===== config.mk =====
export PLATFORM = sky130hd
export DESIGN_NAME = axi_ad9434_up_axi
export DESIGN_NICKNAME = d
export VERILOG_FILES = /design/src/rtl/axi_ad9434_up_axi_pkg.sv /design/src/rtl/axi_ad9434_up_axi.sv
export SDC_FILE = /design/constraint.sdc
export NUM_CORES = 1
export LEC_CHECK = 0
export BUFFER_PORTS_ARGS = -buffer_cell sky130_fd_sc_hd__buf_2
export CAP_MARGIN = 25
export CORE_ASPECT_RATIO = 1.1
export CORE_MARGIN = 1.5
export CORE_UTILIZATION = 50
export DETAILED_ROUTE_END_ITERATION = 7
export GPL_TIMING_DRIVEN = 0
export HOLD_SLACK_MARGIN = 0.03
export PLACE_DENSITY = 0.88
export SYNTH_ARGS = -nofsm -noshare
export SYNTH_HDL_FRONTEND = slang
export SYNTH_SLANG_ARGS = --single-unit
export TNS_END_PERCENT = 20

===== constraint.sdc =====
create_clock -name up_clk -period 4.2 [get_ports up_clk]
set_clock_uncertainty 0.2 [all_clocks]
set_input_delay 0.21 -clock up_clk [delete_from_list [all_inputs] [get_ports up_clk]]
set_output_delay 0.21 -clock up_clk [all_outputs]
set_load 0.03 [all_outputs]

===== src/rtl/axi_ad9434_up_axi_pkg.sv =====
// Shared definitions for the AD9434 AXI4-Lite to up-bus bridge: FSM encoding,
// response codes and the fill word returned on a timed-out read.
package axi_ad9434_up_axi_pkg;

  typedef enum logic [2:0] {
    ST_IDLE  = 3'd0,
    ST_WREQ  = 3'd1,
    ST_WWAIT = 3'd2,
    ST_WRESP = 3'd3,
    ST_RREQ  = 3'd4,
    ST_RWAIT = 3'd5,
    ST_RRESP = 3'd6
  } up_axi_state_e;

  localparam logic [1:0]  RESP_OKAY     = 2'b00;
  localparam logic [1:0]  RESP_SLVERR   = 2'b10;
  localparam logic [31:0] RDATA_TIMEOUT = 32'hDEAD_DEAD;
  localparam int          UP_ADDR_W     = 14;

endpackage


===== src/rtl/axi_ad9434_up_axi.sv =====
// AXI4-Lite slave bridged onto the single-outstanding up-bus, with an ack
// timeout that turns a silent core into a SLVERR response.
//
// state | meaning
// IDLE  | readies raised for one cycle when a full write (or else a read) is pending
// WREQ  | up_wreq high for one cycle, address and data stable
// WWAIT | waiting for up_wack, timeout counter running
// WRESP | bvalid held until bready
// RREQ  | up_rreq high for one cycle, address stable
// RWAIT | waiting for up_rack, timeout counter running
// RRESP | rvalid held until rready
module axi_ad9434_up_axi
  import axi_ad9434_up_axi_pkg::*;
#(
  parameter int AXI_ADDRESS_WIDTH = 16,
  parameter int TIMEOUT_CYCLES    = 64
) (
  input  logic                         up_clk,
  input  logic                         up_rstn,

  input  logic                         s_axi_awvalid,
  output logic                         s_axi_awready,
  input  logic [AXI_ADDRESS_WIDTH-1:0] s_axi_awaddr,
  input  logic                         s_axi_wvalid,
  output logic                         s_axi_wready,
  input  logic [31:0]                  s_axi_wdata,
  input  logic [3:0]                   s_axi_wstrb,
  output logic                         s_axi_bvalid,
  input  logic                         s_axi_bready,
  output logic [1:0]                   s_axi_bresp,
  input  logic                         s_axi_arvalid,
  output logic                         s_axi_arready,
  input  logic [AXI_ADDRESS_WIDTH-1:0] s_axi_araddr,
  output logic                         s_axi_rvalid,
  input  logic                         s_axi_rready,
  output logic [31:0]                  s_axi_rdata,
  output logic [1:0]                   s_axi_rresp,

  output logic                         up_wreq,
  output logic [UP_ADDR_W-1:0]         up_waddr,
  output logic [31:0]                  up_wdata,
  input  logic                         up_wack,
  output logic                         up_rreq,
  output logic [UP_ADDR_W-1:0]         up_raddr,
  input  logic [31:0]                  up_rdata,
  input  logic                         up_rack
);

  localparam int                CNT_W    = $clog2(TIMEOUT_CYCLES + 1);
  localparam logic [CNT_W-1:0]  CNT_LAST = CNT_W'(TIMEOUT_CYCLES - 1);

  up_axi_state_e        state_q;
  logic [CNT_W-1:0]     cnt_q;
  logic                 awready_q;
  logic                 wready_q;
  logic                 arready_q;
  logic                 bvalid_q;
  logic [1:0]           bresp_q;
  logic                 rvalid_q;
  logic [1:0]           rresp_q;
  logic [31:0]          rdata_q;
  logic                 up_wreq_q;
  logic                 up_rreq_q;
  logic [UP_ADDR_W-1:0] up_waddr_q;
  logic [UP_ADDR_W-1:0] up_raddr_q;
  logic [31:0]          up_wdata_q;

  logic wr_pending;
  assign wr_pending = s_axi_awvalid & s_axi_wvalid;

  always_ff @(posedge up_clk or negedge up_rstn) begin
    if (!up_rstn) begin
      state_q    <= ST_IDLE;
      cnt_q      <= '0;
      awready_q  <= 1'b0;
      wready_q   <= 1'b0;
      arready_q  <= 1'b0;
      bvalid_q   <= 1'b0;
      bresp_q    <= RESP_OKAY;
      rvalid_q   <= 1'b0;
      rresp_q    <= RESP_OKAY;
      rdata_q    <= '0;
      up_wreq_q  <= 1'b0;
      up_rreq_q  <= 1'b0;
      up_waddr_q <= '0;
      up_raddr_q <= '0;
      up_wdata_q <= '0;
    end else begin
      case (state_q)
        ST_IDLE: begin
          // Readies are registered: raised one cycle, the handshake completes on the next edge.
          if (awready_q) begin
            awready_q <= 1'b0;
            wready_q  <= 1'b0;
            if (wr_pending) begin
              up_waddr_q <= s_axi_awaddr[15:2];
              up_wdata_q <= s_axi_wdata;
              up_wreq_q  <= 1'b1;
              state_q    <= ST_WREQ;
            end
          end else if (arready_q) begin
            arready_q <= 1'b0;
            if (s_axi_arvalid) begin
              up_raddr_q <= s_axi_araddr[15:2];
              up_rreq_q  <= 1'b1;
              state_q    <= ST_RREQ;
            end
          end else if (wr_pending) begin
            awready_q <= 1'b1;
            wready_q  <= 1'b1;
          end else if (s_axi_arvalid) begin
            arready_q <= 1'b1;
          end
        end

        ST_WREQ: begin
          up_wreq_q <= 1'b0;
          cnt_q     <= '0;
          state_q   <= ST_WWAIT;
        end

        ST_WWAIT: begin
          if (up_wack) begin
            bvalid_q <= 1'b1;
            bresp_q  <= RESP_OKAY;
            state_q  <= ST_WRESP;
          end else if (cnt_q == CNT_LAST) begin
            bvalid_q <= 1'b1;
            bresp_q  <= RESP_SLVERR;
            state_q  <= ST_WRESP;
          end else begin
            cnt_q <= cnt_q + CNT_W'(1);
          end
        end

        ST_WRESP: begin
          if (s_axi_bready) begin
            bvalid_q <= 1'b0;
            bresp_q  <= RESP_OKAY;
            state_q  <= ST_IDLE;
          end
        end

        ST_RREQ: begin
          up_rreq_q <= 1'b0;
          cnt_q     <= '0;
          state_q   <= ST_RWAIT;
        end

        ST_RWAIT: begin
          if (up_rack) begin
            rvalid_q <= 1'b1;
            rresp_q  <= RESP_OKAY;
            rdata_q  <= up_rdata;
            state_q  <= ST_RRESP;
          end else if (cnt_q == CNT_LAST) begin
            rvalid_q <= 1'b1;
            rresp_q  <= RESP_SLVERR;
            rdata_q  <= RDATA_TIMEOUT;
            state_q  <= ST_RRESP;
          end else begin
            cnt_q <= cnt_q + CNT_W'(1);
          end
        end

        ST_RRESP: begin
          if (s_axi_rready) begin
            rvalid_q <= 1'b0;
            rresp_q  <= RESP_OKAY;
            rdata_q  <= '0;
            state_q  <= ST_IDLE;
          end
        end

        default: state_q <= ST_IDLE;
      endcase
    end
  end

  assign s_axi_awready = awready_q;
  assign s_axi_wready  = wready_q;
  assign s_axi_arready = arready_q;
  assign s_axi_bvalid  = bvalid_q;
  assign s_axi_bresp   = bresp_q;
  assign s_axi_rvalid  = rvalid_q;
  assign s_axi_rresp   = rresp_q;
  assign s_axi_rdata   = rdata_q;
  assign up_wreq       = up_wreq_q;
  assign up_rreq       = up_rreq_q;
  assign up_waddr      = up_waddr_q;
  assign up_raddr      = up_raddr_q;
  assign up_wdata      = up_wdata_q;

  // Byte lanes and sub-word address bits have no meaning on the up-bus.
  logic unused_inputs;
  assign unused_inputs = ^{s_axi_wstrb, s_axi_awaddr[1:0], s_axi_araddr[1:0]};

endmodule

# --- After elaboration in Yosys (flattened, before gate mapping) ---
# Index checks and enable logic that the tools add are counted.
classes:
  n_addsub: 1
  n_eq_ne: 22
  muxes: 48
  bitwise_logic: 2
  n_reduce_logical: 18
ops:
  columns: ["operator", "count"]
  rows:
  - ["$mux W32", 3]
  - ["$pmux W32 S2", 1]
  - ["$mux W3", 10]
  - ["$mux W7", 3]
  - ["$pmux W3 S7", 1]
  - ["$pmux W7 S3", 1]
  - ["$ne A2 B2 Y1 const B", 10]
  - ["$mux W1", 18]
  - ["$reduce_and A3 Y1", 6]
  - ["$ne A3 B3 Y1 const B", 5]
  - ["$mux W2", 5]
  - ["$reduce_bool A2 Y1", 5]
  - ["$eq A3 B3 Y1 const B", 3]
  - ["$pmux W1 S2", 4]
  - ["$pmux W2 S2", 2]
  - ["$reduce_and A4 Y1", 2]
  - ["$add A7 B1 Y7 const B", 1]
  - ["$eq A7 B6 Y1 const B", 1]
  - ["$reduce_and A7 Y1", 1]
  - ["$eq A3 B2 Y1 const B", 2]
  - ["$eq A3 B1 Y1 const B", 1]
  - ["$logic_not A3 Y1", 1]
  - ["$reduce_bool A3 Y1", 1]
  - ["$reduce_and A2 Y1", 1]
  - ["3 further kinds", 3]
totals:
  reg_bits: 113
  output_inout_bits: 103
  elab_cells: 106

# --- Depth between registers and ports, before layout ---
# Gate-level depths: netlist of the first run.
logic_depth:
  word_depth: 4
  ltp_mapped: 9
  depth_no_buf: 6

# --- Least setup slack after synthesis of the first run ---
# No wires, ideal clock.
synth_path:
  path_type: "register -> register"
  startpoint: "reg cnt_q[0]"
  endpoint: "reg rdata_q[17] (netlist: s_axi_rdata[17])"
  setup_ns: 0.121
  t_arrival_ns: 2.005
  path_slack_ns: 1.874
  stages_incl_launch_ff: 10
  period_less_slack_ns: 2.326
  path_cell_list: "dfrtp_1 ha_1 nand2_1 or4b_4 buf_6 a211oi_4 buf_6 nor2b_2 buf_6 a22o_1"
synth_between:
  elab_chain_cells: 3
synth_rtl:
  columns: ["item", "line_no", "rtl"]
  rows:
  - ["start, declared", "axi_ad9434_up_axi.sv:53", "logic [CNT_W-1:0] cnt_q;"]
  - ["start signal, assigned", "axi_ad9434_up_axi.sv:132", "cnt_q <= cnt_q + CNT_W'(1);"]
  - ["start signal, assigned", "axi_ad9434_up_axi.sv:162", "cnt_q <= cnt_q + CNT_W'(1);"]
  - ["$eq A7 B6 Y1", "axi_ad9434_up_axi.sv:156", "end else if (cnt_q == CNT_LAST) begin"]
  - ["$ne A3 B3 Y1 (no line)", null, null]
  - ["$reduce_and A3 Y1 (no line)", null, null]
  - ["end signal, assigned", "axi_ad9434_up_axi.sv:154", "rdata_q <= up_rdata;"]
  - ["end, declared", "axi_ad9434_up_axi.sv:61", "logic [31:0] rdata_q;"]
# No other way between the ends.
# A chain may end at the register's enable or synchronous reset.

# --- Worst setup path after layout of the first run ---
layout_path:
  startpoint: "reg state_q[0]"
  endpoint: "reg up_raddr_q[13] (netlist: up_raddr[13])"
layout_between:
  elab_chain_cells: 2
layout_rtl:
  columns: ["item", "line_no", "rtl"]
  rows:
  - ["start, declared", "axi_ad9434_up_axi.sv:52", "up_axi_state_e state_q;"]
  - ["start signal, assigned", "axi_ad9434_up_axi.sv:73", "state_q <= ST_IDLE;"]
  - ["start signal, assigned", "axi_ad9434_up_axi.sv:99", "state_q <= ST_WREQ;"]
  - ["start signal, assigned", "axi_ad9434_up_axi.sv:106", "state_q <= ST_RREQ;"]
  - ["$logic_not A3 Y1", "axi_ad9434_up_axi.sv:89", "case (state_q)"]
  - ["$reduce_and A4 Y1 (no line)", null, null]
  - ["end signal, assigned", "axi_ad9434_up_axi.sv:104", "up_raddr_q <= s_axi_araddr[15:2];"]
  - ["end, declared", "axi_ad9434_up_axi.sv:65", "logic [UP_ADDR_W-1:0] up_raddr_q;"]
# No other way between the ends.

==> results of run 1 <==
==> power groups by stage <==
stage | clock [mW] | sequential (mW) | combinational (mW)
global route | 0.817 | 1.87 | 2.52
global placement | 0 | 1.77 | 2.19
detailed placement | 0 | 1.79 | 2.26
floorplan | 0 | 2.67 | 0.656
CTS | 0.765 | 1.78 | 2.33
finish | 0.754 | 1.82 | 2.38
==> worst paths after layout <==
kind	slack [ps]	to	start
setup / recovery	1410	up_raddr[13]	state_q[0]
hold / removal	70	s_axi_arready	s_axi_awvalid
setup reg to reg	1410	up_raddr[13]	state_q[0]
hold reg to reg	290	s_axi_rvalid	s_axi_rvalid
max in group asynchronous	2780	s_axi_rdata[31]	up_rstn
min in group asynchronous	280	up_wdata[3]	up_rstn
==> layer usage <==
metal,share of wire,vias to the layer above
li1,-,1892
met3,0.082,40
met5,0,-
met4,0.033,0
met2,0.50,243
met1,0.38,2044
==> what timing repair did <==
action,4_1_cts,5_1_grt
buffers inserted,0,0
hold endpoints to repair,161,0
resized for setup,0,0
hold buffers,96,0
==> registers in the layout, summed over array words and instances (netlist names) <==
signal         flops
s_axi_bresp        1
up_rreq            1
s_axi_awready      1
s_axi_bvalid       1
up_wdata          32
s_axi_arready      1
s_axi_rvalid       1
cnt_q              7
s_axi_rdata       32
state_q            3
up_wreq            1
up_raddr          14
s_axi_rresp        1
up_waddr          14
s_axi_wready       1
==> cell families (layout without fill, tap and decap cells) <==
| logic type | after synthesis | count (layout) | share of synthesized area |
|---|---|---|---|
| buf+inv | 27 | 342 | 0.03149 |
| flops | 111 | 111 | 0.6133 |
| xor+xnor | 4 | 4 | 0.007736 |
| compound gates | 87 | 87 | 0.1169 |
| simple gates | 71 | 71 | 0.07293 |
| other cells | 1 | 2 | 0.0008279 |
| mux | 62 | 62 | 0.1541 |
| fa+ha+maj | 1 | 1 | 0.002762 |
==> metrics by stage <==
stage                     utilization  setup WS [ps]  instance area, µm²
after floorplan                     -           1874                4533
after global placement         0.6436           1524                5682
after detailed placement       0.6461           1440                5704
after CTS                      0.7820           1427                6904
after global routing           0.7826           1260                6909
final                          0.7826           1406                6909
==> Yosys cell counts (2+ instances only) <==
master | n | area share
clkbuf_1 | 10 | 0.0083
a31oi_1 | 2 | 0.0028
or4_1 | 2 | 0.0033
o211ai_1 | 2 | 0.0033
xor2_1 | 3 | 0.0058
nor3_1 | 5 | 0.0055
nor2_1 | 14 | 0.012
buf_6 | 3 | 0.0075
a21o_1 | 3 | 0.0050
inv_1 | 2 | 0.0017
and3_1 | 2 | 0.0028
o21ai_0 | 54 | 0.060
a22o_1 | 11 | 0.021
a21oi_1 | 6 | 0.0066
nor4b_1 | 2 | 0.0039
nor2b_1 | 3 | 0.0041
mux2_2 | 62 | 0.15
nand3_1 | 2 | 0.0022
buf_2 | 9 | 0.0099
nand2_1 | 36 | 0.030
buf_4 | 2 | 0.0033
o2bb2ai_1 | 2 | 0.0039
dfrtp_1 | 111 | 0.61
==> critical path, cell delays in order (launching register included) <==
cell and delay (ps):
dfrtp_1 370, clkbuf_1 180, nor2_1 240, nand2_1 180, nor3_1 750, buf_2 390
mux2_2 380
==> final cells by class <==
cell class                 count  area [µm²]
sequential                   111        2778
timing repair buffer         299        1994
fill                         533        1919
multi-input combinational    227        1613
clock buffer                  13       148.9
tap                          114       142.6
buffer                        24       131.4
clock inverter                 3       90.09
inverter                       3       11.26
==> layout by cell type (no fill, tap or decap), types with 2 or more instances in the layout <==
master and instances:
a21o_1 3, a21oi_1 6, a22o_1 11, a31oi_1 2
and3_1 2, buf_2 210, buf_4 3, buf_6 3
bufinv_16 3, clkbuf_1 13, clkbuf_8 10, conb_1 2
dfrtp_1 111, dlygate4sd3_1 96, inv_1 2, mux2_2 62
nand2_1 36, nand3_1 2, nor2_1 14, nor2b_1 3
nor3_1 5, nor4b_1 2, o211ai_1 2, o21ai_0 54
o2bb2ai_1 2, or4_1 2, xor2_1 3
==> results.cfg, run 1 <==
[outcome]
status = finished clean

[floorplan]
initial_utilization = 0.5130
io_pins = 212
die_w_um = 93.75
core_um2 = 8828
placementRows = 36
dieArea_um2 = 9639
die_y_um = 102.8

[global_routing]
overflow = 0
grt.total_usage = 0.2946
met1_usage = 0.3360
grt_antenna_before_repair = 0
met2_usage = 0.5206
gr-max-usage-layer = met2
grt_max_degree = 68
grt_pass1_vias = 4259
met3_usage = 0.08260
grt_pass1_wl_mm = 21.29

[synthesis]
synth_cells = 364
synth_edf_count = 0
async_reset_ff_frac = 1.000
yosysUniqueCellTypes = 39
synth_area_um2 = 4529
yosys_warnings = 0
synth-seq-area-share = 0.6133
synth_seq_cells = 111
synthFlopType = dfrtp_1
syn_area_per_cell_um2 = 12.44

[placed_design]
hpwlAfterDp_mm = 8.143
place_congestion = 0.7995
dp.cells = 681
io_buffers = 201

[clock_network]
htree_levels = 3
insertion_delay_ps = 360
tritoncts = done
clk_pin_slew_ps = 110
cts.sinks = 111
cts.path.max_buffers = 2
cts_root_buffer = clkbuf_8
cts_made_buffers = 9

[detailed_routing]
drc = 0
drtAntennaViolNets = 0
wl_per_cell_um = 18.00
vias_per_cell = 5.314
drt_iter0_markers = 189
dr.pass1.iters = 4
vias = 4219
routed_wl_mm = 14.29

[timing]
drv_slew = 0
fin_crit_ps = 2794
post-route-period-util = 0.6651
fmax_ghz = 0.3580
whs_ps = 71.51
hold_viol_final = 0
max_slew_margin = 0.4080
setup_violations = 0
worstMarginPinSlew_ps = 881.2
fin_tns_setup_ps = 0
rsz0062_at_grt = false

[worst_setup_path]
rr_worst_depth = 6
critPathKind = reg -> reg
endpoint_kind = flop
critPathRequiredTime_ps = 4240
start_kind = flop
crit_fanout = 10
worstPathArrival_ps = 2840

[final_layout]
num_antenna_cells = 0
finalNonFillerCells = 794
syn_to_final_growth_pct = 52.54
layout.nets = 785
drive_gt1_frac = 0.4338

[power]
internal_power_mw = 2.747
pwr-share-clk = 0.152
cellPowerDensity_nw_per_um2 = 717.7
p_sw_mw = 2.212
finalPower_mw = 4.959
power_frac_comb = 0.481
p_leak_nw = 3.533
seqPwrFrac = 0.367
ir_worst_vdd_uv = 457.5
swShare = 0.4460

[worst_hold_path]
hp-class = in -> reg
min_path_cells = 5

[flow_run]
maxCapViolCount = 0
Note: power is estimated with default switching activity, not from simulation.
==> inputs of run 2 (changes only) <==
--- a/config.mk
+++ b/config.mk
@@ -9,11 +9,11 @@
 export CAP_MARGIN = 25
 export CORE_ASPECT_RATIO = 1.1
 export CORE_MARGIN = 1.5
-export CORE_UTILIZATION = 50
+export CORE_UTILIZATION = 46
 export DETAILED_ROUTE_END_ITERATION = 7
 export GPL_TIMING_DRIVEN = 0
 export HOLD_SLACK_MARGIN = 0.03
-export PLACE_DENSITY = 0.88
+export PLACE_DENSITY = 0.82
 export SYNTH_ARGS = -nofsm -noshare
 export SYNTH_HDL_FRONTEND = slang
 export SYNTH_SLANG_ARGS = --single-unit
==> constraint.sdc (replaced) <==
create_clock -name up_clk -period 2.9 [get_ports up_clk]
set_clock_uncertainty 0.2 [all_clocks]
set_input_delay 0.145 -clock up_clk [delete_from_list [all_inputs] [get_ports up_clk]]
set_output_delay 0.145 -clock up_clk [all_outputs]
set_load 0.03 [all_outputs]
==> run 2 against run 1 <==
Final area grew 0.56%. Critical endpoint is now up_wdata[3]. Combinational power grew 44%. Non-clock buffer count grew 4.
==> results.cfg, run 2 (synthesis results as in run 1) <==
[outcome]
status = finished clean

[worst_setup_path]
rr_worst_depth = 7
reg2reg_setup_slack_ps = 340
rr_startpoint = state_q[0]
critPathRequiredTime_ps = 2950
crit_fanout = 10
endpoint_kind = flop
worstReg2RegEnd = up_wdata[3]
critPathKind = reg -> reg
start_kind = flop
worstPathArrival_ps = 2610

[floorplan]
io_pins = 212
die_y_um = 107.1
initial_utilization = 0.4796
core_um2 = 9444
die_w_um = 97.61
placementRows = 37
dieArea_um2 = 10450

[detailed_routing]
drt_iter0_markers = 233
routed_wl_mm = 13.71
drtAntennaViolNets = 0
vias = 4187
vias_per_cell = 5.227
wl_per_cell_um = 17.12
dr.pass1.iters = 4
drc = 0

[placed_design]
dp.cells = 685
hpwlAfterDp_mm = 8.291
place_congestion = 0.7932
postPlaceCellArea_um2 = 5720
io_buffers = 201

[timing]
hold_viol_final = 0
fmax_ghz = 0.3902
worstMarginPinSlew_ps = 708.6
whs_ps = 114.3
drv_slew = 0
fin_tns_setup_ps = 0
setup_violations = 0
rsz0062_at_grt = false
post-route-period-util = 0.8836
max_slew_margin = 0.5276
fin_crit_ps = 2562

[final_layout]
num_antenna_cells = 0
layout.nets = 789
finalNonFillerCells = 801
fin_util = 0.7357
final_cell_mix = 210 x buf_2, 111 x dfrtp_1, 100 x dlygate4sd3_1
syn_to_final_growth_pct = 53.40
design_area_um2 = 6948
layout_commonest_cell = buf_2
fillers = 577
drive_gt1_frac = 0.4342

[power]
seqPwrFrac = 0.371
power_frac_comb = 0.485
pwr-share-clk = 0.144
cellPowerDensity_nw_per_um2 = 1015
ir_worst_vdd_uv = 680.2
p_sw_mw = 3.150
swShare = 0.4466
p_leak_nw = 3.543
internal_power_mw = 3.904

[global_routing]
grt_pass1_vias = 4404
grt_antenna_before_repair = 0
grt.total_usage = 0.2698
grt_max_degree = 61
grt_pass1_wl_mm = 22.18
overflow = 0

[clock_network]
cts.sinks = 111
clk_pin_slew_ps = 100
insertion_delay_ps = 360
htree_levels = 3
tritoncts = done
cts_root_buffer = clkbuf_8
cts.path.max_buffers = 2
post-cts-setup-buffer-count = 0
cts_made_buffers = 9

[worst_hold_path]
hold_end = s_axi_rdata[12]
min_from = up_rack
hp-class = in -> reg
min_path_cells = 4

[flow_run]
maxCapViolCount = 0
-- run 2: changes by cell type in the layout (fill, tap and decap cells not counted), sizes merged --
cell	previous run	this run
inv	2	3
clkinvlp	0	1
dlygate4sd3	96	100
clkbuf	23	22
bufinv	3	2
-- run 2: worst max-delay path by stage --
| stage | startpoint | to | slack (ps) | depth (start not counted) |
|---|---|---|---|---|
| final | state_q[0] | up_wdata[3] | 340 | 7 |
| after global routing | state_q[0] | up_wdata[3] | 160 | 7 |
| after CTS | state_q[0] | up_raddr[9] | 180 | 6 |
| after detailed placement | state_q[0] | up_raddr[9] | 180 | 6 |
| after global placement | state_q[0] | up_raddr[4] | 260 | 6 |
| after floorplan | cnt_q[0] | s_axi_rdata[17] | 570 | 9 |
-- run 2: critical path, cell delays in order, from the launching register on --
cell and delay, ps:
dfrtp_1 370, clkbuf_1 170, nor2_1 260, nand2_1 200, nor2_1 250, buf_2 300
buf_2 320, mux2_2 390
-- run 2: cell type report --
class / count / area (µm²) / area share
flip-flops and latches: 111 / 2778 / 0.3998
repair buffers: 303 / 2042 / 0.2939
multi-input cells: 227 / 1618 / 0.2328
well taps: 117 / 146.4 / 0.02107
clock buffers: 12 / 145.1 / 0.02089
plain buffers: 24 / 131.4 / 0.01891
clock inverters: 4 / 76.32 / 0.01099
inverters: 3 / 11.26 / 0.001621
-- run 2: power groups by stage --
| stage | clock network (mW) | logic, mW | registers (mW) |
|---|---|---|---|
| after CTS | 1.04 | 3.37 | 2.58 |
| after detailed placement | 0 | 3.26 | 2.60 |
| final | 1.02 | 3.42 | 2.62 |
| after floorplan | 0 | 0.950 | 3.86 |
| after global placement | 0 | 3.17 | 2.57 |
| after global routing | 1.09 | 3.64 | 2.69 |
-- run 2: timing repair --
item | 4_1_cts | 5_1_grt
setup endpoints to repair | 0 | 10
hold buffers | 100 | 0
hold endpoints to repair | 148 | 0
gates resized for setup | 0 | 1
-- run 2: through the flow --
| step | worst slack [ps] | total power [mW] |
|---|---|---|
| 2_1_floorplan | 574.2 | 4.811 |
| 6_report | 337.5 | 7.055 |
| 4_1_cts | 177.4 | 6.997 |
| 3_5_place_dp | 182.5 | 5.863 |
| 3_3_place_gp | 262.6 | 5.743 |
| 5_1_grt | 159.6 | 7.423 |
-- run 2: routing by layer --
layer,wire (µm),GRT usage,vias to the layer above
met3,971,0.05867,30
met2,7009,0.4797,218
met5,0,0,-
met1,5373,0.3170,2034
met4,358,0.1112,0
li1,-,-,1905
==> inputs of run 3 (changes only) <==
--- a/config.mk
+++ b/config.mk
@@ -11,7 +11,6 @@
 export CORE_MARGIN = 1.5
 export CORE_UTILIZATION = 46
 export DETAILED_ROUTE_END_ITERATION = 7
-export GPL_TIMING_DRIVEN = 0
 export HOLD_SLACK_MARGIN = 0.03
 export PLACE_DENSITY = 0.82
 export SYNTH_ARGS = -nofsm -noshare
==> run 3 against run 2 <==
Power shrank 2.7%. Critical endpoint is now s_axi_rdata[21]. Wire length down 5.4%. Combinational power fell by 3%. Global-route usage down 1.9 points. Sequential cell count did not move. Sequential share of layout area up 0.64 points.
==> results.cfg, run 3 (synthesis results as in run 1) <==
[timing]
worstMarginPinSlew_ps = 666.1
fin_crit_ps = 2539
rsz0062_at_grt = false
setup_violations = 0
drv_slew = 0
max_slew_margin = 0.5559
fmax_ghz = 0.3938
final.setup.worst_slack_ps = 360.6
hold_viol_final = 0
fin_tns_setup_ps = 0
post-route-period-util = 0.8757

[worst_setup_path]
crit_fanout = 46
worstPathArrival_ps = 2590
crit_path_frequent_cell = o21ai_0
slowest_delay_ps = 570
endpoint_kind = flop
start_kind = flop
reg2reg_setup_slack_ps = 360
worstReg2RegEnd = s_axi_rdata[21]
rr_worst_depth = 7
crit_path_top_delay_cell = or4b_4
rr_startpoint = cnt_q[0]
critPathKind = reg -> reg
startpoint = cnt_q[0]
crit_chain = ha_1, nand2_1, or4b_4, a211oi_4, buf_4, o21ai_0, o21ai_0
critPathRequiredTime_ps = 2950

[placed_design]
hpwlAfterDp_mm = 7.518
io_buffers = 201
place_congestion = 0.7798
detailedPlace.worstSlack_ps = 451.2

[clock_network]
cts.sinks = 111
clk_pin_slew_ps = 110
cts_root_buffer = clkbuf_8
cts_made_buffers = 9
cts.path.max_buffers = 2
post-cts-setup-buffer-count = 0
tritoncts = done
htree_levels = 3
post_cts_resized = 0
insertion_delay_ps = 350

[detailed_routing]
drt_iter0_markers = 172
vias = 4030
vias_per_cell = 5.147
drc = 0
wl_per_cell_um = 16.57
dr.pass1.iters = 4
drtAntennaViolNets = 0
routed_wl_mm = 12.97

[global_routing]
grt_max_degree = 61
grt_pass1_wl_mm = 20.84
grt_pass1_vias = 4164
overflow = 0
grt.total_usage = 0.2506
grt_antenna_before_repair = 1

[power]
finalPower_mw = 6.862
cellPowerDensity_nw_per_um2 = 1003
ir_worst_vdd_uv = 726.8
p_leak_nw = 3.463

[floorplan]
core_um2 = 9444
die_y_um = 107.1
dieArea_um2 = 10450
initial_utilization = 0.4796
die_w_um = 97.61
io_pins = 212
placementRows = 37

[flow_run]
maxCapViolCount = 0

[final_layout]
syn_to_final_growth_pct = 50.99
drive_gt1_frac = 0.4376
layout.nets = 770
layout_commonest_cell = buf_2
final_cell_mix = 200 x buf_2, 111 x dfrtp_1, 100 x dlygate4sd3_1

[worst_hold_path]
hp-class = in -> reg
min_from = s_axi_rready
hold_end = state_q[2]
min_path_cells = 4

[outcome]
status = finished clean
run 3: cell type report:
cell class | instances | area (µm²)
Antenna cell | 1 | 2.502
Clock inverter | 6 | 51.30
Tap cell | 117 | 146.4
Sequential cell | 111 | 2778
Timing Repair Buffer | 308 | 2087
Clock buffer | 10 | 137.6
Multi-Input combinational cell | 227 | 1625
Inverter | 3 | 11.26
Fill cell | 647 | 2605
run 3: how the worst max path moves through the flow:
stage,endpoint,slack [ps],cells past startpoint
final,s_axi_rdata[21],360,7
after global routing,cnt_q[4],240,5
after CTS,s_axi_rdata[31],440,7
after detailed placement,s_axi_rdata[31],450,7
after global placement,s_axi_rdata[2],520,7
after floorplan,s_axi_rdata[17],570,9
run 3: through the flow:
step | cells | cell area, µm² | util | hold WS, ps
after floorplan | 365 | 4533 | - | -350.6
after global placement | 666 | 5647 | 0.5979 | 14.90
after detailed placement | 666 | 5647 | 0.5979 | 19.12
after CTS | 782 | 6837 | 0.7239 | 97.88
after global routing | 782 | 6837 | 0.7239 | 115.1
final | 783 | 6839 | 0.7242 | 126.7
run 3: what timing repair did:
item	4_1_cts	5_1_grt
hold endpoints to repair	149	0
endpoints found under the setup margin	0	0
hold buffers	100	0
run 3: critical path: cells and delay by family (launching register included):
kind,cells,cell delay (ps)
buffers and inverters,1,370
adder cells (fa/ha/maj),1,200
flip-flops,1,400
AO/OA/AOI/OAI,3,600
AND/OR/NAND/NOR,2,660
run 3: metal layers:
metal  wire (µm)  share of wire  up-vias  global-route usage
met5          13         0.0010        -                   0
met4         265          0.020        2             0.09592
met1        5198           0.40     1946              0.2964
li1            -              -     1878                   -
met3         767          0.059       26             0.05932
met2        6727           0.52      178              0.4430
run 3: power breakdown:
part / leakage (nW) / total (mW) / internal [mW] / switching (mW)
combinational: 1.95 / 3.32 / 1.15 / 2.17
clock: 0.0927 / 0.871 / 0.350 / 0.521
sequential: 1.42 / 2.67 / 2.22 / 0.452
total: 3.46 / 6.86 / 3.72 / 3.14
